## src/rtl/hs_ram_arbiter.sv

```systemverilog
// hs_ram_arbiter: shares the game work-RAM port between the CPU and the
// hiscore engine, and merges the user/OSD pause into the CPU halt line.
// Ownership sequence: IDLE -> HALT (settle window) -> GRANT -> RELEASE -> IDLE.
module hs_ram_arbiter #(
  parameter int ADDR_W        = 16,
  parameter int DATA_W        = 8,
  parameter int SETTLE_CYCLES = 4,
  parameter int MIN_RUN       = 16
) (
  input  logic              clk_sys,
  input  logic              reset,
  input  logic              ext_pause,
  input  logic              cpu_ce,
  input  logic [ADDR_W-1:0] cpu_addr,
  input  logic [DATA_W-1:0] cpu_wdata,
  input  logic              cpu_we,
  output logic [DATA_W-1:0] cpu_rdata,
  output logic              cpu_pause,
  input  logic [ADDR_W-1:0] hs_address,
  input  logic [DATA_W-1:0] hs_data_in,
  input  logic              hs_write_enable,
  input  logic              hs_read_intent,
  input  logic              hs_write_intent,
  output logic [DATA_W-1:0] hs_data_out,
  output logic              hs_grant,
  output logic [ADDR_W-1:0] ram_addr,
  output logic [DATA_W-1:0] ram_wdata,
  output logic              ram_we,
  input  logic [DATA_W-1:0] ram_rdata
);

  typedef enum logic [1:0] {
    S_IDLE    = 2'd0,
    S_HALT    = 2'd1,
    S_GRANT   = 2'd2,
    S_RELEASE = 2'd3
  } state_t;

  localparam logic [3:0] SETTLE_MAX = 4'(SETTLE_CYCLES);
  localparam logic [7:0] RUN_MAX    = 8'(MIN_RUN);

  state_t     state_q, state_d;
  logic [3:0] settle_q, settle_d;
  logic [7:0] run_q, run_d;
  logic       cpu_pause_q, cpu_pause_d;
  logic       hs_grant_q, hs_grant_d;
  logic       intent;
  logic       grant_eff;

  // Saturating increment of the settle counter (stops at SETTLE_CYCLES).
  function automatic logic [3:0] settle_inc(input logic [3:0] x);
    return (x >= SETTLE_MAX) ? SETTLE_MAX : x + 4'd1;
  endfunction

  // Saturating increment of the run counter (stops at MIN_RUN).
  function automatic logic [7:0] run_inc(input logic [7:0] x);
    return (x >= RUN_MAX) ? RUN_MAX : x + 8'd1;
  endfunction

  assign intent = hs_read_intent | hs_write_intent;

  // Next-state logic; pause/grant are derived from the next state so both
  // outputs come straight from flops.
  always_comb begin
    state_d  = state_q;
    run_d    = run_q;
    // settle window counts only while the CPU is actually held
    settle_d = cpu_pause_q ? settle_inc(settle_q) : 4'd0;
    case (state_q)
      S_IDLE: begin
        run_d = run_inc(run_q);
        if (intent && (run_q >= RUN_MAX)) state_d = S_HALT;
      end
      S_HALT: begin
        // a withdrawn intent abandons the halt but keeps the run credit
        if (!intent)                      state_d = S_IDLE;
        else if (settle_d >= SETTLE_MAX)  state_d = S_GRANT;
      end
      S_GRANT: begin
        if (!intent) state_d = S_RELEASE;
      end
      S_RELEASE: begin
        state_d = S_IDLE;
        run_d   = 8'd0;
        // a still-held user pause keeps its accumulated settle time
        if (!ext_pause) settle_d = 4'd0;
      end
      default: state_d = S_IDLE;
    endcase
    cpu_pause_d = (state_d == S_IDLE) ? ext_pause : 1'b1;
    hs_grant_d  = (state_d == S_GRANT);
  end

  // State and counter registers with synchronous reset.
  always_ff @(posedge clk_sys) begin
    if (reset) begin
      state_q     <= S_IDLE;
      settle_q    <= 4'd0;
      run_q       <= RUN_MAX;
      cpu_pause_q <= 1'b0;
      hs_grant_q  <= 1'b0;
    end else begin
      state_q     <= state_d;
      settle_q    <= settle_d;
      run_q       <= run_d;
      cpu_pause_q <= cpu_pause_d;
      hs_grant_q  <= hs_grant_d;
    end
  end

  // While reset is asserted the port returns to the CPU immediately, so a
  // hiscore write strobe in that cycle never reaches the RAM.
  assign grant_eff = hs_grant_q & ~reset;

  assign ram_addr  = grant_eff ? hs_address      : cpu_addr;
  assign ram_wdata = grant_eff ? hs_data_in      : cpu_wdata;
  assign ram_we    = grant_eff ? hs_write_enable : (cpu_we & cpu_ce & ~cpu_pause_q);

  assign cpu_rdata   = ram_rdata;
  assign hs_data_out = ram_rdata;
  assign cpu_pause   = cpu_pause_q;
  assign hs_grant    = hs_grant_q;

endmodule
```

## config.mk

```make
export PLATFORM = sky130hd
export DESIGN_NAME = hs_ram_arbiter
export DESIGN_NICKNAME = d
export VERILOG_FILES = /design/src/rtl/hs_ram_arbiter.sv
export SDC_FILE = /design/constraint.sdc
export NUM_CORES = 1
export LEC_CHECK = 0
export ABC_AREA = 1
export CAP_MARGIN = 20
export CORE_UTILIZATION = 29
export DETAILED_ROUTE_END_ITERATION = 8
export PLACE_DENSITY = 0.86
export SETUP_SLACK_MARGIN = 0.02
export SLEW_MARGIN = 20
export SYNTH_ARGS = -nofsm -noshare
export SYNTH_HDL_FRONTEND = slang
export SYNTH_SLANG_ARGS = --single-unit
export TNS_END_PERCENT = 1
```

## constraint.sdc

```tcl
create_clock -name clk_sys -period 1.5 [get_ports clk_sys]
set_input_delay 0.45 -clock clk_sys [delete_from_list [all_inputs] [get_ports clk_sys]]
set_output_delay 0.45 -clock clk_sys [all_outputs]
set_load 0.02 [all_outputs]
```

==> flow_metrics.tcl <==
set metrics [dict create \
    clock_latency_ps 250 \
    finalSetupViolations 25 \
    synth-edff-count 0 \
    cp_slowest_stage_delay_ps 440 \
    drt_iter0_markers 22 \
    crit_fanout 6 \
    layout_commonest_cell "clkdlybuf4s50_1" \
    clock_path_buffers 2 \
    fillCellCount 356 \
    p_sw_share_pct 39.3 \
    register_area_um2 324 \
    wl_mm 3.84 \
    wire_per_inst_um 14.0 \
    grt_max_degree 11 \
    num_io_pins 107 \
    peakVddDrop_mv 0.555 \
    async_flop_share_pct 0 \
    power.internal_w 0.00152 \
    antenna_found_initial 0 \
    yosys.area.top_type "dfxtp_1" \
    crit_arrival_ps 1360 \
    cp_slowest_cell "dfxtp_4" \
    synth-compound-area-share_pct 5.10 \
    syn_area_per_cell_um2 8.85 \
    dr_total_vias 1235 \
    fin_tns_setup_ps -6140 \
    hold_violations 0 \
    nets 297 \
    status "finished with violations" \
    synth_nets 215 \
    final_cell_mix "clkdlybuf4s50_1 (47), nand2_1 (24), buf_6 (23)" \
    finalMaxSlewViolations 0 \
    drc 0 \
    die_y_um 68.3 \
    diodes 0 \
    hpwl_mm 3.03 \
    synth-xor-area-share_pct 0.687 \
    numCtsBuffers 3 \
    finish.utilization_pct 52.9 \
    h-tree-depth 1 \
    synth-adder-area-share_pct 6.87 \
    whs_ps 417 \
    grt_pass1_wl_mm 5.31 \
    cts.sinks 16 \
    p_per_area_mw_per_mm2 1150 \
    multi_input_area_um2 754 \
    cts_tree "done" \
    synth.area.mux_share_pct 26.8 \
    critical_path_buf_inv_count 2 \
    drive_gt1_share_pct 33.0 \
    crit_chain "nand2_8 -> buf_4 -> mux2_4 -> buf_6" \
    portBuffers 82 \
    ys_types 22 \
    cts-root-buf "clkbuf_8" \
    hold_path_class "flop to flop" \
    min_period_over_period_pct 121 \
    avgViaCountPerCell 4.51 \
    synth-seq-area-share_pct 25.1 \
    die_x_um 68.3 \
    synth_top_family_by_area "multiplexers" \
    grt_usage_pct 16.0 \
    yosys_warnings 0 \
    p_comb_share_pct 63.2 \
    ant_nets 0 \
    syn-cell-area_mm2 0.00127 \
    min_period_ps 1810 \
    postCtsSetupBuffers 0 \
    maxCapViolations 0 \
    dp_slack_ps -1220 \
    post_dp_cell_area_mm2 0.00209 \
    setup_ws_ps -310 \
    yosys.area_share.simple_pct 16.1 \
    area_delta_synth_final_pct 70.7 \
    place.gp.congestion 0.855 \
    fin_skew_ps 1.64 \
    max_freq_mhz 553 \
    clk_pin_slew_worst_paths_ps 60 \
    synthCells 144 \
    pwr-share-clk_pct 12.5 \
    p_leak_nw 1.06 \
    synthFlopType "dfxtp_1" \
    core_mm2 0.00412 \
    endpoint_kind "output pin" \
    cp.required_ps 1050 \
    cp_top_family "flip-flops" \
    crit_type "flop to output pin" \
    synth-seq-cells 16 \
    rows 23 \
    seq_power_share_pct 24.4 \
    hold_buffers 0 \
    drt-pass1-iter-count 4 \
    fp.dieArea_mm2 0.00467 \
    initial_utilization_pct 31.0 \
    p_switching_w 0.000980 \
    violations "setup timing" \
    grt_remaining_overflow 0 \
    fin_area_mm2 0.00218 \
    synth_top_area_share_pct 25.1 \
    reg2reg_slack_ps 140 \
    grt_pass1_vias 1150 \
    critPathLaunchType "flop" \
    synthTopCellsByArea "dfxtp_1 (25%), mux2_4 (22%), buf_4 (9.4%)" \
    rsz0062_at_grt "true" \
]
## through the flow
| stage | instances | total power, W |
|---|---|---|
| after detailed placement | 269 | 0.00212 |
| final | 274 | 0.00249 |
| after CTS | 274 | 0.00251 |
| after global placement | 269 | 0.00210 |
| after global routing | 274 | 0.00267 |
| after floorplan | 144 | 0.00154 |
## cell type report
class,instances,area share (%)
multi-input cells,94,34.7
clock buffers,3,1.90
well taps,50,2.88
flip-flops and latches,16,14.9
inverters,17,3.28
repair buffers,94,42.4
## state kept, by name, summed over array words and instances (netlist names)
| name | cells |
|---|---|
| cpu_pause | 1 |
| hs_grant | 1 |
| run_q | 8 |
| settle_q | 4 |
| state_q | 2 |
## per-layer routing
| metal | global-route usage [%] | routed length, um |
|---|---|---|
| met5 | 0 | 0 |
| met2 | 30.6 | 1920 |
| met1 | 14.9 | 1340 |
| met4 | 6.77 | 70 |
| met3 | 6.17 | 522 |
## timing repair
action,4_1_cts,5_1_grt
gates cloned,2,0
pin swaps,2,1
resized for setup,163,8
setup endpoints to repair,28,30
## logic make-up (layout without fill, tap and decap cells)
kind of cell	after synthesis	in the layout
AO/OA/AOI/OAI	12	12
buffers and inverters	36	114
flip-flops	16	16
multiplexers	24	24
adder cells (fa/ha/maj)	7	7
AND/OR/NAND/NOR	47	49
other	1	1
XOR/XNOR	1	1
## final timing paths
check	endpoint	startpoint	cells past startpoint
setup / recovery	ram_addr[8]	hs_grant$_SDFF_PP0_	4
hold / removal	settle_q[0]$_SDFF_PP0_	settle_q[3]$_SDFF_PP0_	1
setup reg to reg	run_q[3]$_SDFFE_PP0P_	state_q[1]$_SDFF_PP0_	7
hold reg to reg	settle_q[0]$_SDFF_PP0_	settle_q[3]$_SDFF_PP0_	1
## synthesized netlist by cell type, types with 2 or more instances
cell / n
o21ai_0: 3
nor2_1: 14
ha_1: 7
nand3_1: 4
nand2_1: 24
mux2_2: 5
mux2_4: 19
buf_4: 16
a31oi_1: 2
inv_1: 16
dfxtp_1: 16
a21oi_1: 6
nor3_1: 2
buf_12: 2
## power groups by stage
stage	registers [W]	logic [W]	clock network (W)
5_1_grt	0.000622	0.00171	0.000333
3_3_place_gp	0.000576	0.00152	0
2_1_floorplan	0.000620	0.000922	0
4_1_cts	0.000606	0.00157	0.000326
3_5_place_dp	0.000578	0.00154	0
6_report	0.000608	0.00158	0.000311
Note: power is estimated with default switching activity, not from simulation.
